**config.mk**
```make
export PLATFORM = sky130hd
export DESIGN_NAME = fpmul_arbiter
export DESIGN_NICKNAME = d
export VERILOG_FILES = /design/src/rtl/fpmul_arbiter.sv
export SDC_FILE = /design/constraint.sdc
export NUM_CORES = 1
export LEC_CHECK = 0
export CAP_MARGIN = 15
export CELL_PAD_IN_SITES_DETAIL_PLACEMENT = 0
export CELL_PAD_IN_SITES_GLOBAL_PLACEMENT = 1
export CORE_AREA = 2 2 155 157
export CTS_CLUSTER_DIAMETER = 50
export CTS_CLUSTER_SIZE = 20
export DETAILED_ROUTE_END_ITERATION = 8
export DIE_AREA = 0 0 157 159
export HOLD_SLACK_MARGIN = 0.03
export PLACE_DENSITY = 0.81
export SYNTH_ARGS = -nofsm -noshare
export SYNTH_HDL_FRONTEND = slang
export SYNTH_SLANG_ARGS = --single-unit
```
**constraint.sdc**
```tcl
create_clock -name clk -period 5.7 [get_ports clk]
set_clock_uncertainty 0.05 [all_clocks]
set_input_delay 1.14 -clock clk [delete_from_list [all_inputs] [get_ports clk]]
set_output_delay 1.14 -clock clk [all_outputs]
set_load 0.05 [all_outputs]
```
**src/rtl/fpmul_arbiter.sv**
```systemverilog
// Round-robin arbiter that shares one pipelined fpmul between NREQ requesters
// and returns each product to the requester that issued it.
module fpmul_arbiter #(
    parameter int NREQ    = 4,
    parameter int MUL_LAT = 3,
    parameter int IDXW    = $clog2(NREQ)
) (
    input  logic              clk,
    input  logic              rst,
    input  logic              hold,
    input  logic [NREQ-1:0]   req_valid,
    output logic [NREQ-1:0]   req_ready,
    input  logic [NREQ*32-1:0] req_a,
    input  logic [NREQ*32-1:0] req_b,
    output logic [31:0]       mul_a,
    output logic [31:0]       mul_b,
    input  logic [31:0]       mul_c,
    input  logic              mul_flag,
    output logic [NREQ-1:0]   resp_valid,
    output logic [31:0]       resp_c,
    output logic              resp_flag,
    output logic              idle
);

    logic [IDXW-1:0] ptr;
    logic [IDXW-1:0] gnt_idx;
    logic            found;
    logic            accept;
    logic [31:0]     sel_a;
    logic [31:0]     sel_b;

    // Entry 0 travels alongside the mul_a/mul_b register, so entry MUL_LAT
    // is the one lined up with mul_c/mul_flag.
    logic [MUL_LAT:0] tag_vld;
    logic [IDXW-1:0]  tag_idx [0:MUL_LAT];

    always_comb begin
        int unsigned     pos;
        logic [IDXW-1:0] cand;
        found   = 1'b0;
        gnt_idx = '0;
        pos     = 0;
        cand    = '0;
        for (int unsigned k = 0; k < NREQ; k++) begin
            pos = int'(ptr) + k;
            if (pos >= NREQ) begin
                pos = pos - NREQ;
            end
            cand = IDXW'(pos);
            if (!found && req_valid[cand]) begin
                found   = 1'b1;
                gnt_idx = cand;
            end
        end
    end

    assign accept    = found & ~hold & ~rst;
    assign req_ready = accept ? (NREQ'(1) << gnt_idx) : '0;

    always_comb begin
        sel_a = '0;
        sel_b = '0;
        for (int unsigned k = 0; k < NREQ; k++) begin
            if (IDXW'(k) == gnt_idx) begin
                sel_a = req_a[k*32 +: 32];
                sel_b = req_b[k*32 +: 32];
            end
        end
    end

    always_ff @(posedge clk) begin
        if (rst) begin
            ptr   <= '0;
            mul_a <= '0;
            mul_b <= '0;
        end else if (accept) begin
            mul_a <= sel_a;
            mul_b <= sel_b;
            if (gnt_idx == IDXW'(NREQ - 1)) begin
                ptr <= '0;
            end else begin
                ptr <= gnt_idx + 1'b1;
            end
        end
    end

    always_ff @(posedge clk) begin
        if (rst) begin
            tag_vld <= '0;
        end else begin
            tag_vld <= {tag_vld[MUL_LAT-1:0], accept};
        end
    end

    always_ff @(posedge clk) begin
        tag_idx[0] <= gnt_idx;
        for (int unsigned k = 1; k <= MUL_LAT; k++) begin
            tag_idx[k] <= tag_idx[k-1];
        end
    end

    always_ff @(posedge clk) begin
        if (rst) begin
            resp_valid <= '0;
            resp_c     <= '0;
            resp_flag  <= 1'b0;
        end else if (tag_vld[MUL_LAT]) begin
            resp_valid <= NREQ'(1) << tag_idx[MUL_LAT];
            resp_c     <= mul_c;
            resp_flag  <= mul_flag;
        end else begin
            resp_valid <= '0;
        end
    end

    assign idle = ~(|tag_vld) & ~(|resp_valid);

endmodule

```
==> run_results.csv <==
group,metric,value,unit
outcome,run_status,"finished clean",
pwr,leakagePower,3.93,nW
final_layout,most_used_cells_in_the_layout_excluding_fill_and_tap_cells,"399 x sky130_fd_sc_hd__clkdlybuf4s50_1, 114 x sky130_fd_sc_hd__dfxtp_1, 94 x sky130_fd_sc_hd__nor2_1, 65 x sky130_fd_sc_hd__a221oi_1, 62 x sky130_fd_sc_hd__a21oi_1",
floorplan,die-width,157,microns
placed_design,place.gp.congestion,0.800,
grt,met2_usage,0.343,
route,via_per_inst,4.84,
grt,gr-max-usage-layer,"met2",
placed_design,io_buffer_count,401,
flow_run,drv_cap,0,
critical_path,required,4.51,ns
critical_path,crit_fanout,5,
grt,grt_pass1_wl,37900,microns
placed_design,detailedPlace.worstSlack,0.972,ns
floorplan,initial_core_util,0.244,
synth,asyncSetResetFlopFracSynth,0,
floorplan,row_count,56,
placed_design,hpwlAfterDp,18600,microns
route,drt-total-wl,25600,microns
critical_path,worst_setup_path_end_kind,"output port",
floorplan,boundaryPins,402,
grt,grt_start_max_net_pins,73,
timing,final_min_period_over_clock_period,0.838,
final_layout,post_layout_nonfiller_instances,1367,
clock_tree,ctsHtreeMaxLevel,4,
timing,timing.fmax,209,MHz
final_layout,final_layout_size_suffix_gt1_frac,0.0517,
final_layout,final_util,0.451,
clock_tree,clock_edge_transition_at_the_registers_on_the_reported_setup_and_hold_paths,0.05,ns
critical_path,startpoint_type,"input pin",
synth,synth_top_flop_cell,"sky130_fd_sc_hd__dfxtp_1",
timing,rsz0062_at_grt,"false",
final_layout,final_common_cell,"sky130_fd_sc_hd__clkdlybuf4s50_1",
grt,antenna_violations_before_repair,3,
synth,syn-instance-count,672,
critical_path,worstPathArrival,3.58,ns
route,route.antenna.remaining_nets,0,
route,drt_pre_antenna_iters,5,
synth,synth.lib_cells_used.distinct,33,
floorplan,fp.coreArea,0.0232,sq mm
final_layout,layout.nets,1332,
hold_path,worstHoldPathType,"flip-flop to flip-flop",
timing,maxSlewHeadroom,0.383,
pwr,p_per_area,276,mW/mm^2
clock_tree,maximum_buffer_depth_of_the_clock_tree,2,
route,detail_route.iter0.violations,309,
route,detail_route.wl_per_cell,18.7,microns
clock_tree,tritoncts,"yes",
timing,totalNegativeSetupSlack,0,ns
final_layout,fin_area,0.0104,sq mm
clock_tree,post_cts_setup_inserts,0,
placed_design,dp_cells,1332,
placed_design,dpl-instance-area,0.00988,sq mm
timing,tightestPinTransition,0.923,ns
clock_tree,cts_buffers,17,
synth,yosys_register_bits,115,
timing,final-hold-violation-count,0,
pwr,total_power,2.88,mW
critical_path,path_class,"input pin to output port",
clock_tree,post_cts_resized,0,
floorplan,dieArea,0.0250,sq mm
clock_tree,clock_latency,0.40,ns
grt,groute.layer.met1.usage,0.214,
synth,synth_edf_count,0,
route,number_of_drc_violations_after_detailed_routing,0,
timing,final.min_clock_period,4.77,ns
grt,gr-usage-all-layers,0.197,
clock_tree,ctsRootBufferMaster,"sky130_fd_sc_hd__clkbuf_16",
timing,final_max_slew_viol_count,0,
synth,netlist_area,0.00566,sq mm
route,routed-via-count,6622,
timing,final_worst_slack,0.926,ns
clock_tree,postCtsHoldBufs,0,
synth,mappedNetlistNets,972,
synth,synth_area_per_cell,8.42,sq um
synth,synth-seq-area-share,0.407,
synth,yosys_warnings,0,
timing,final.hold.worst_slack,0.279,ns
floorplan,die_h,159,microns
final_layout,syn2layout_area_growth,84.7,%
pwr,vdd.ir_drop.worst,0.150,mV
grt,globalRouteMet3Util,0.0836,
grt,first_global_vias,6485,
timing,final-setup-viol-count,0,
clock_tree,clock_tree_sinks,115,
grt,global_route.overflow_total,0,
==> worst max-delay path, cell delays in order <==
cell and delay, ns:
sky130_fd_sc_hd__clkdlybuf4s50_1 0.55, sky130_fd_sc_hd__a21oi_1 0.11, sky130_fd_sc_hd__o21a_1 0.18, sky130_fd_sc_hd__o22a_1 0.29
sky130_fd_sc_hd__inv_1 0.13, sky130_fd_sc_hd__ha_2 0.22, sky130_fd_sc_hd__and2_1 0.13, sky130_fd_sc_hd__clkdlybuf4s50_1 0.83
==> power by group <==
part           total, mW  internal (mW)  switching [mW]  leakage (nW)
clock network       1.03          0.605           0.427         0.269
logic              0.950          0.440           0.510          2.72
registers          0.899          0.867          0.0323         0.946
total               2.88           1.91           0.970          3.93
==> flip-flops by register name (all words and copies together), names as in the netlist <==
register and cells:
mul_a 32, mul_b 32, resp_c 32, tag_idx 8
resp_valid 4, tag_vld 4, ptr 2, resp_flag 1
==> synthesized netlist by cell type (2+ instances only) <==
cell | instances | area (sq um)
sky130_fd_sc_hd__and2_1 | 3 | 18.8
sky130_fd_sc_hd__nor2b_1 | 5 | 31.3
sky130_fd_sc_hd__or4_1 | 2 | 15.0
sky130_fd_sc_hd__nor2_1 | 95 | 357
sky130_fd_sc_hd__inv_1 | 60 | 225
sky130_fd_sc_hd__dfxtp_1 | 115 | 2300
sky130_fd_sc_hd__buf_2 | 15 | 75.1
sky130_fd_sc_hd__o22ai_1 | 8 | 50.1
sky130_fd_sc_hd__buf_6 | 4 | 45.0
sky130_fd_sc_hd__buf_1 | 5 | 18.8
sky130_fd_sc_hd__nand2_1 | 6 | 22.5
sky130_fd_sc_hd__a21oi_1 | 62 | 310
sky130_fd_sc_hd__a221oi_1 | 65 | 569
sky130_fd_sc_hd__mux2i_1 | 34 | 340
sky130_fd_sc_hd__o41ai_1 | 7 | 61.3
sky130_fd_sc_hd__a221o_1 | 55 | 551
sky130_fd_sc_hd__clkbuf_1 | 48 | 180
sky130_fd_sc_hd__nand3b_1 | 7 | 52.6
sky130_fd_sc_hd__nor3_1 | 58 | 290
sky130_fd_sc_hd__nand2b_1 | 2 | 12.5
sky130_fd_sc_hd__ha_1 | 4 | 50.1
==> cell families after synthesis <==
| group | synth area share |
|---|---|
| adder cells (fa/ha/maj) | 0.00885 |
| AND/OR/NAND/NOR | 0.150 |
| buffers and inverters | 0.0982 |
| AO/OA/AOI/OAI | 0.276 |
| multiplexers | 0.0602 |
| flip-flops | 0.407 |
==> metal layers <==
| metal | share of wire | wire length, microns |
|---|---|---|
| met3 | 0.11 | 2740 |
| met1 | 0.38 | 9720 |
| met4 | 0.018 | 469 |
| met5 | 0 | 0 |
| met2 | 0.49 | 12600 |
==> final timing paths <==
path	end	startpoint	cells after the start	slack (ns)
worst max-delay path	req_ready[1]	req_valid[0]	8	0.93
worst min-delay path	tag_idx[3][0]	tag_idx[2][0]	0	0.28
worst max register to register	mul_b[26]	ptr[1]	11	2.22
worst min register to register	tag_idx[3][0]	tag_idx[2][0]	0	0.28
==> layout make-up <==
cell class / instances / area, sq um
Inverter: 61 / 229
Multi-Input combinational cell: 423 / 2840
Tap cell: 319 / 399
Clock buffer: 18 / 429
Fill cell: 2311 / 12700
Clock inverter: 14 / 131
Timing Repair Buffer: 414 / 4110
Antenna cell: 3 / 7.51
Sequential cell: 115 / 2300
No activity file was read; power rests on OpenSTA's default activity.
